`config.mk`:
```
export PLATFORM = sky130hd
export DESIGN_NAME = imm_ext_pipe
export DESIGN_NICKNAME = d
export VERILOG_FILES = /design/src/rtl/imm_ext_pkg.sv /design/src/rtl/imm_ext_lane.sv /design/src/rtl/imm_ext_pipe.sv
export SDC_FILE = /design/constraint.sdc
export NUM_CORES = 1
export LEC_CHECK = 0
export CAP_MARGIN = 0
export CORE_MARGIN = 2
export CORE_UTILIZATION = 50
export CTS_BUF_LIST = sky130_fd_sc_hd__clkbuf_8
export DETAILED_ROUTE_END_ITERATION = 10
export PLACE_DENSITY = 0.86
export SKIP_LAST_GASP = 1
export SLEW_MARGIN = 30
export SYNTH_ARGS = -nofsm -noshare
export SYNTH_HDL_FRONTEND = slang
export SYNTH_HIERARCHICAL = 1
export SYNTH_SLANG_ARGS = --single-unit
```
`constraint.sdc`:
```
create_clock -name clk -period 6 [get_ports clk]
set_input_delay 0.6 -clock clk [delete_from_list [all_inputs] [get_ports clk]]
set_output_delay 0.6 -clock clk [all_outputs]
set_load 0.02 [all_outputs]
```
`src/rtl/imm_ext_pkg.sv`:
```
// imm_ext_pkg: opcode encodings and field widths shared by the immediate extender
package imm_ext_pkg;
   localparam int EXT_OP_W = 3;
   localparam int INST_LO_W = 26;
   localparam logic [EXT_OP_W-1:0] EXT_2RI5U  = 3'd0;
   localparam logic [EXT_OP_W-1:0] EXT_2RI12  = 3'd1;
   localparam logic [EXT_OP_W-1:0] EXT_2RI12U = 3'd2;
   localparam logic [EXT_OP_W-1:0] EXT_1RI20  = 3'd3;
   localparam logic [EXT_OP_W-1:0] EXT_2RI16  = 3'd4;
   localparam logic [EXT_OP_W-1:0] EXT_I26    = 3'd5;
   localparam logic [EXT_OP_W-1:0] EXT_2RI14  = 3'd6;
   localparam logic [EXT_OP_W-1:0] EXT_RAW    = 3'd7;
endpackage

```
`src/rtl/imm_ext_lane.sv`:
```
// imm_ext_lane: extends one lane's immediate to XLEN and forms pc + imm
// IMM_EXT_PIPE_TGT_EN adds the target adder; without it tgt is tied to 0
module imm_ext_lane import imm_ext_pkg::*; #(
   parameter int XLEN = 32
) (
   input  logic [INST_LO_W-1:0] din,
   input  logic [EXT_OP_W-1:0]  op,
   input  logic [XLEN-1:0]      pc,
   output logic [XLEN-1:0]      imm,
   output logic [XLEN-1:0]      tgt
);
   logic [31:0] v;
   // zero-extended forms leave bit 31 clear, so a single sign extension covers every op
   always_comb begin
      case (op)
         EXT_2RI5U:  v = {27'd0, din[14:10]};
         EXT_2RI12:  v = {{20{din[21]}}, din[21:10]};
         EXT_2RI12U: v = {20'd0, din[21:10]};
         EXT_1RI20:  v = {din[24:5], 12'h000};
         EXT_2RI16:  v = {{14{din[25]}}, din[25:10], 2'b00};
         EXT_I26:    v = {{4{din[9]}}, din[9:0], din[25:10], 2'b00};
         EXT_2RI14:  v = {{16{din[23]}}, din[23:10], 2'b00};
         default:    v = {6'd0, din};
      endcase
   end
   assign imm = XLEN'($signed(v));
`ifdef IMM_EXT_PIPE_TGT_EN
   assign tgt = pc + imm;
`else
   logic unused_pc;
   assign unused_pc = ^pc;
   assign tgt = '0;
`endif
endmodule

```
`src/rtl/imm_ext_pipe.sv`:
```
// imm_ext_pipe: registered immediate-extend stage with 2-entry skid buffer and flush
// IMM_EXT_PIPE_TGT_EN enables the per-lane pc + imm target; otherwise out_tgt stays 0
module imm_ext_pipe import imm_ext_pkg::*; #(
   parameter int XLEN  = 32,
   parameter int LANES = 1
) (
   input  logic                          clk,
   input  logic                          rst,
   input  logic                          flush,
   input  logic                          in_valid,
   output logic                          in_ready,
   input  logic [LANES-1:0]              in_lane_vld,
   input  logic [LANES*INST_LO_W-1:0]    in_inst,
   input  logic [LANES*EXT_OP_W-1:0]     in_op,
   input  logic [LANES*XLEN-1:0]         in_pc,
   output logic                          out_valid,
   input  logic                          out_ready,
   output logic [LANES-1:0]              out_lane_vld,
   output logic [LANES*XLEN-1:0]         out_imm,
   output logic [LANES*XLEN-1:0]         out_tgt
);
   logic [LANES*XLEN-1:0] ext_imm, ext_tgt, skid_imm, skid_tgt;
   logic [LANES-1:0] skid_lane_vld;
   logic skid_valid, acc, adv;
   for (genvar l = 0; l < LANES; l++) begin : g_lane
      imm_ext_lane #(.XLEN(XLEN)) u_lane (
         .din(in_inst[l*INST_LO_W +: INST_LO_W]),
         .op(in_op[l*EXT_OP_W +: EXT_OP_W]),
         .pc(in_pc[l*XLEN +: XLEN]),
         .imm(ext_imm[l*XLEN +: XLEN]),
         .tgt(ext_tgt[l*XLEN +: XLEN])
      );
   end
   assign in_ready = !skid_valid;
   assign acc = in_valid && !skid_valid;
   assign adv = !out_valid || out_ready;
   // main refills from skid first so beat order is preserved
   always_ff @(posedge clk or posedge rst)
      if (rst) begin
         out_valid     <= 1'b0;
         skid_valid    <= 1'b0;
         out_lane_vld  <= '0;
         out_imm       <= '0;
         out_tgt       <= '0;
         skid_lane_vld <= '0;
         skid_imm      <= '0;
         skid_tgt      <= '0;
      end else if (flush) begin
         out_valid     <= 1'b0;
         skid_valid    <= 1'b0;
         out_lane_vld  <= '0;
         skid_lane_vld <= '0;
      end else begin
         if (adv) out_valid <= skid_valid || acc;
         skid_valid <= !adv && (skid_valid || acc);
         if (adv && skid_valid) begin
            out_lane_vld <= skid_lane_vld;
            out_imm      <= skid_imm;
            out_tgt      <= skid_tgt;
         end else if (adv && acc) begin
            out_lane_vld <= in_lane_vld;
            out_imm      <= ext_imm;
            out_tgt      <= ext_tgt;
         end
         if (!adv && acc) begin
            skid_lane_vld <= in_lane_vld;
            skid_imm      <= ext_imm;
            skid_tgt      <= ext_tgt;
         end
      end
endmodule

```
==> impl_metrics.ini <==
[sta]
tns_ns = 0
grt_setup_unrepaired = no
number_of_slew_limit_violations_in_the_final_report = 0
timing_worst_slew_pin_value_ns = 0.860
hold-worst-slack_ns = 0.491
fin_crit_sh_pct = 55.2
max_freq_mhz = 302
max-slew-margin-rel_pct = 42.5
finalHoldViolCount = 0
finClkSkew_ns = 0.0121
final_critical_path_setup_slack_ns = 2.69
number_of_setup_violations_in_the_final_report = 0
timing.final.crit_period_ns = 3.31

[die]
initial_standard_cell_utilization_of_the_core_pct = 50.8
placeableCoreArea_um2 = 13100
die_height_um = 120
fp.dieArea_um2 = 14300
placementRows = 42
die_width_um = 120
ioPinCount = 134

[setup_path]
crit_required_ns = 6.32
critPathMaxFanout = 66
timing.critical_path.arrival_ns = 3.64
setup.reg_to_reg.worst_slack_ns = 3.01
cp-start-kind = input port
reg2reg_depth = 4
setup.worst_path.end_class = flop
r2r-start = skid_valid$_DFF_PP0_
timing.rr.end = skid_imm[10]$_DFFE_PP0P_
timing_worst_setup_path_type = input port to flop

[global_routing]
global_route_wire_length_before_repair_um = 25400
grtUsageTotal_pct = 22.4
maximum_number_of_pins_on_one_net_before_global_route_repair = 82
antenna_violations_before_repair = 0
grt-ovfl-total = 0
via_count_of_the_first_global_routing_pass = 4930

[synth]
synth_top_cell_by_area = sky130_fd_sc_hd__dfrtp_1
avgSynthCellArea_um2 = 11.9
yosys.area.top_type_share_pct = 49.5
syn_inst = 560
sequential_fraction_of_the_synthesis_area_pct = 49.5
netlist_top_cells_area = sky130_fd_sc_hd__dfrtp_1 49%, sky130_fd_sc_hd__o221a_2 11%, sky130_fd_sc_hd__mux2_2 6.4%
yosys.cell_types.count = 43
mappedNetlistArea_um2 = 6680
yosys_warnings = 6
synth-seq-cells = 132

[route]
routed_via_density = 5.94
routed_wl_um = 15700
dr.pass1.iters = 7
wire_per_inst_um = 19.0
initialDrtViolationCount = 380
dr_total_vias = 4904
post-route-drc-count = 0
detail-route-antenna-nets = 0

[cells_and_area]
fin_area_um2 = 7990
layout_overhead_on_the_synthesized_area_pct = 19.7
layout-drive-gt1-share_pct = 23.0
final_util_pct = 60.8
layout_net_count = 704
final_cell_count_no_fill = 825
antennaDiodeCount = 0
fillers = 1080

[cts]
cts_hold_buffers = 0
clockRootBuffer = sky130_fd_sc_hd__clkbuf_8
path_clk_slew_ns = 0.08
cts_num_sinks = 132
cts_max_path_buffers = 2
postCtsResizedCells = 0
tritoncts.num_buffers = 17
post_cts_setup_buffer_count = 0
clock_latency_ns = 0.44
tritoncts = yes
ctsHtreeMaxLevel = 4

[run]
maxCapViolations = 0

[power]
power_density_nw_per_um2 = 326
finalPower_mw = 2.61
leakage_nw = 3.34
power.ir.vdd_worst_uv = 213

[placement]
hpwl_um = 9880
placed_cell_area_um2 = 7570
port_buffers = 101
place.detailed.instances = 794
place_congestion = 0.898
dp_slack_ns = 2.22

[worst_hold_path]
min-delay-path-class = flop to flop
min_path_cells = 1
timing.hold.worst.start = skid_tgt[7]$_DFFE_PP0P_
hold_path_end = skid_tgt[7]$_DFFE_PP0P_

[status]
outcome = complete, no violations
-- cell type report --
cell class	instances	area, µm²	share of cell area [%]
timing repair buffer	108	1060	13.3
inverter	5	23.8	0.298
sequential	132	3300	41.3
clock inverter	12	155	1.94
multi-input combinational	373	2960	37.1
tap	176	220	2.76
clock buffer	19	262	3.27
-- cells by family after synthesis --
kind of cell,count (synthesis),share of synthesized area (%)
and+or+nand+nor,136,12.9
xor gates and xnor gates,1,0.131
AOI/OAI and AO/OA,135,17.7
buffers and inverters,86,8.13
muxes,69,11.6
other,1,0.0562
DFF,132,49.5
-- state kept, by name (all words and copies together), names as in the netlist --
register and flops:
out_valid 1, skid_tgt 32, skid_imm 32, out_lane_vld 1
skid_valid 1, out_imm 32, skid_lane_vld 1, out_tgt 32
-- Yosys cell counts (all sizes together) --
cell       n
dfrtp    132
mux2      65
o221a     64
or3       64
buf       60
nand2     29
o21ai     24
clkbuf    21
and3b     18
a2bb2oi   12
a21oi     11
a31oi     10
nor2b      7
and2       6
inv        5
a22oi      4
mux2i      4
o22ai      4
nor2       3
nor3       2
nor4bb     2
a211o      1
a211oi     1
a32o       1
and2b      1
conb       1
nand2b     1
nand3      1
nor3b      1
o211a      1
o211ai     1
o22a       1
or3b       1
xor2       1
-- how the worst max path moves through the flow --
stage	depth (start not counted)	to	start	slack, ns
2_1_floorplan	1	out_imm[0]$_DFFE_PP0P_	rst	1.87
3_3_place_gp	5	skid_imm[14]$_DFFE_PP0P_	flush	2.29
3_5_place_dp	5	skid_imm[10]$_DFFE_PP0P_	flush	2.22
4_1_cts	5	skid_imm[10]$_DFFE_PP0P_	flush	2.69
5_1_grt	5	skid_imm[15]$_DFFE_PP0P_	flush	2.51
6_report	5	skid_imm[10]$_DFFE_PP0P_	flush	2.69
-- worst max-delay path, stage by stage --
cell                              delay (ns)
sky130_fd_sc_hd__clkdlybuf4s50_1        0.56
sky130_fd_sc_hd__or3b_4                 0.70
sky130_fd_sc_hd__nor2_4                 0.75
sky130_fd_sc_hd__buf_4                  0.58
sky130_fd_sc_hd__mux2_2                 0.40
-- layer usage --
metal	global-route usage, %	wire, µm	up-vias
li1	-	-	2202
met1	31.3	7020	2519
met2	35.5	7540	171
met3	5.42	981	12
met4	5.81	150	0
met5	0	0	-
-- placed cells by master (no fill, tap or decap), types with 19 or more instances in the layout --
master / n
sky130_fd_sc_hd__nand2_1: 28
sky130_fd_sc_hd__or3_1: 64
sky130_fd_sc_hd__clkdlybuf4s50_1: 101
sky130_fd_sc_hd__conb_1: 32
sky130_fd_sc_hd__o221a_2: 64
sky130_fd_sc_hd__o21ai_0: 20
sky130_fd_sc_hd__mux2_2: 38
sky130_fd_sc_hd__clkbuf_8: 19
sky130_fd_sc_hd__dfrtp_1: 132
sky130_fd_sc_hd__mux2_1: 27
-- power by group --
part	internal (mW)	total [mW]	leakage [nW]	switching, mW
registers	1.08	1.20	1.57	0.114
clock network	0.431	0.784	0.202	0.353
logic	0.335	0.628	1.57	0.293
total	1.85	2.61	3.34	0.760
No activity file was read; power rests on OpenSTA's default activity.
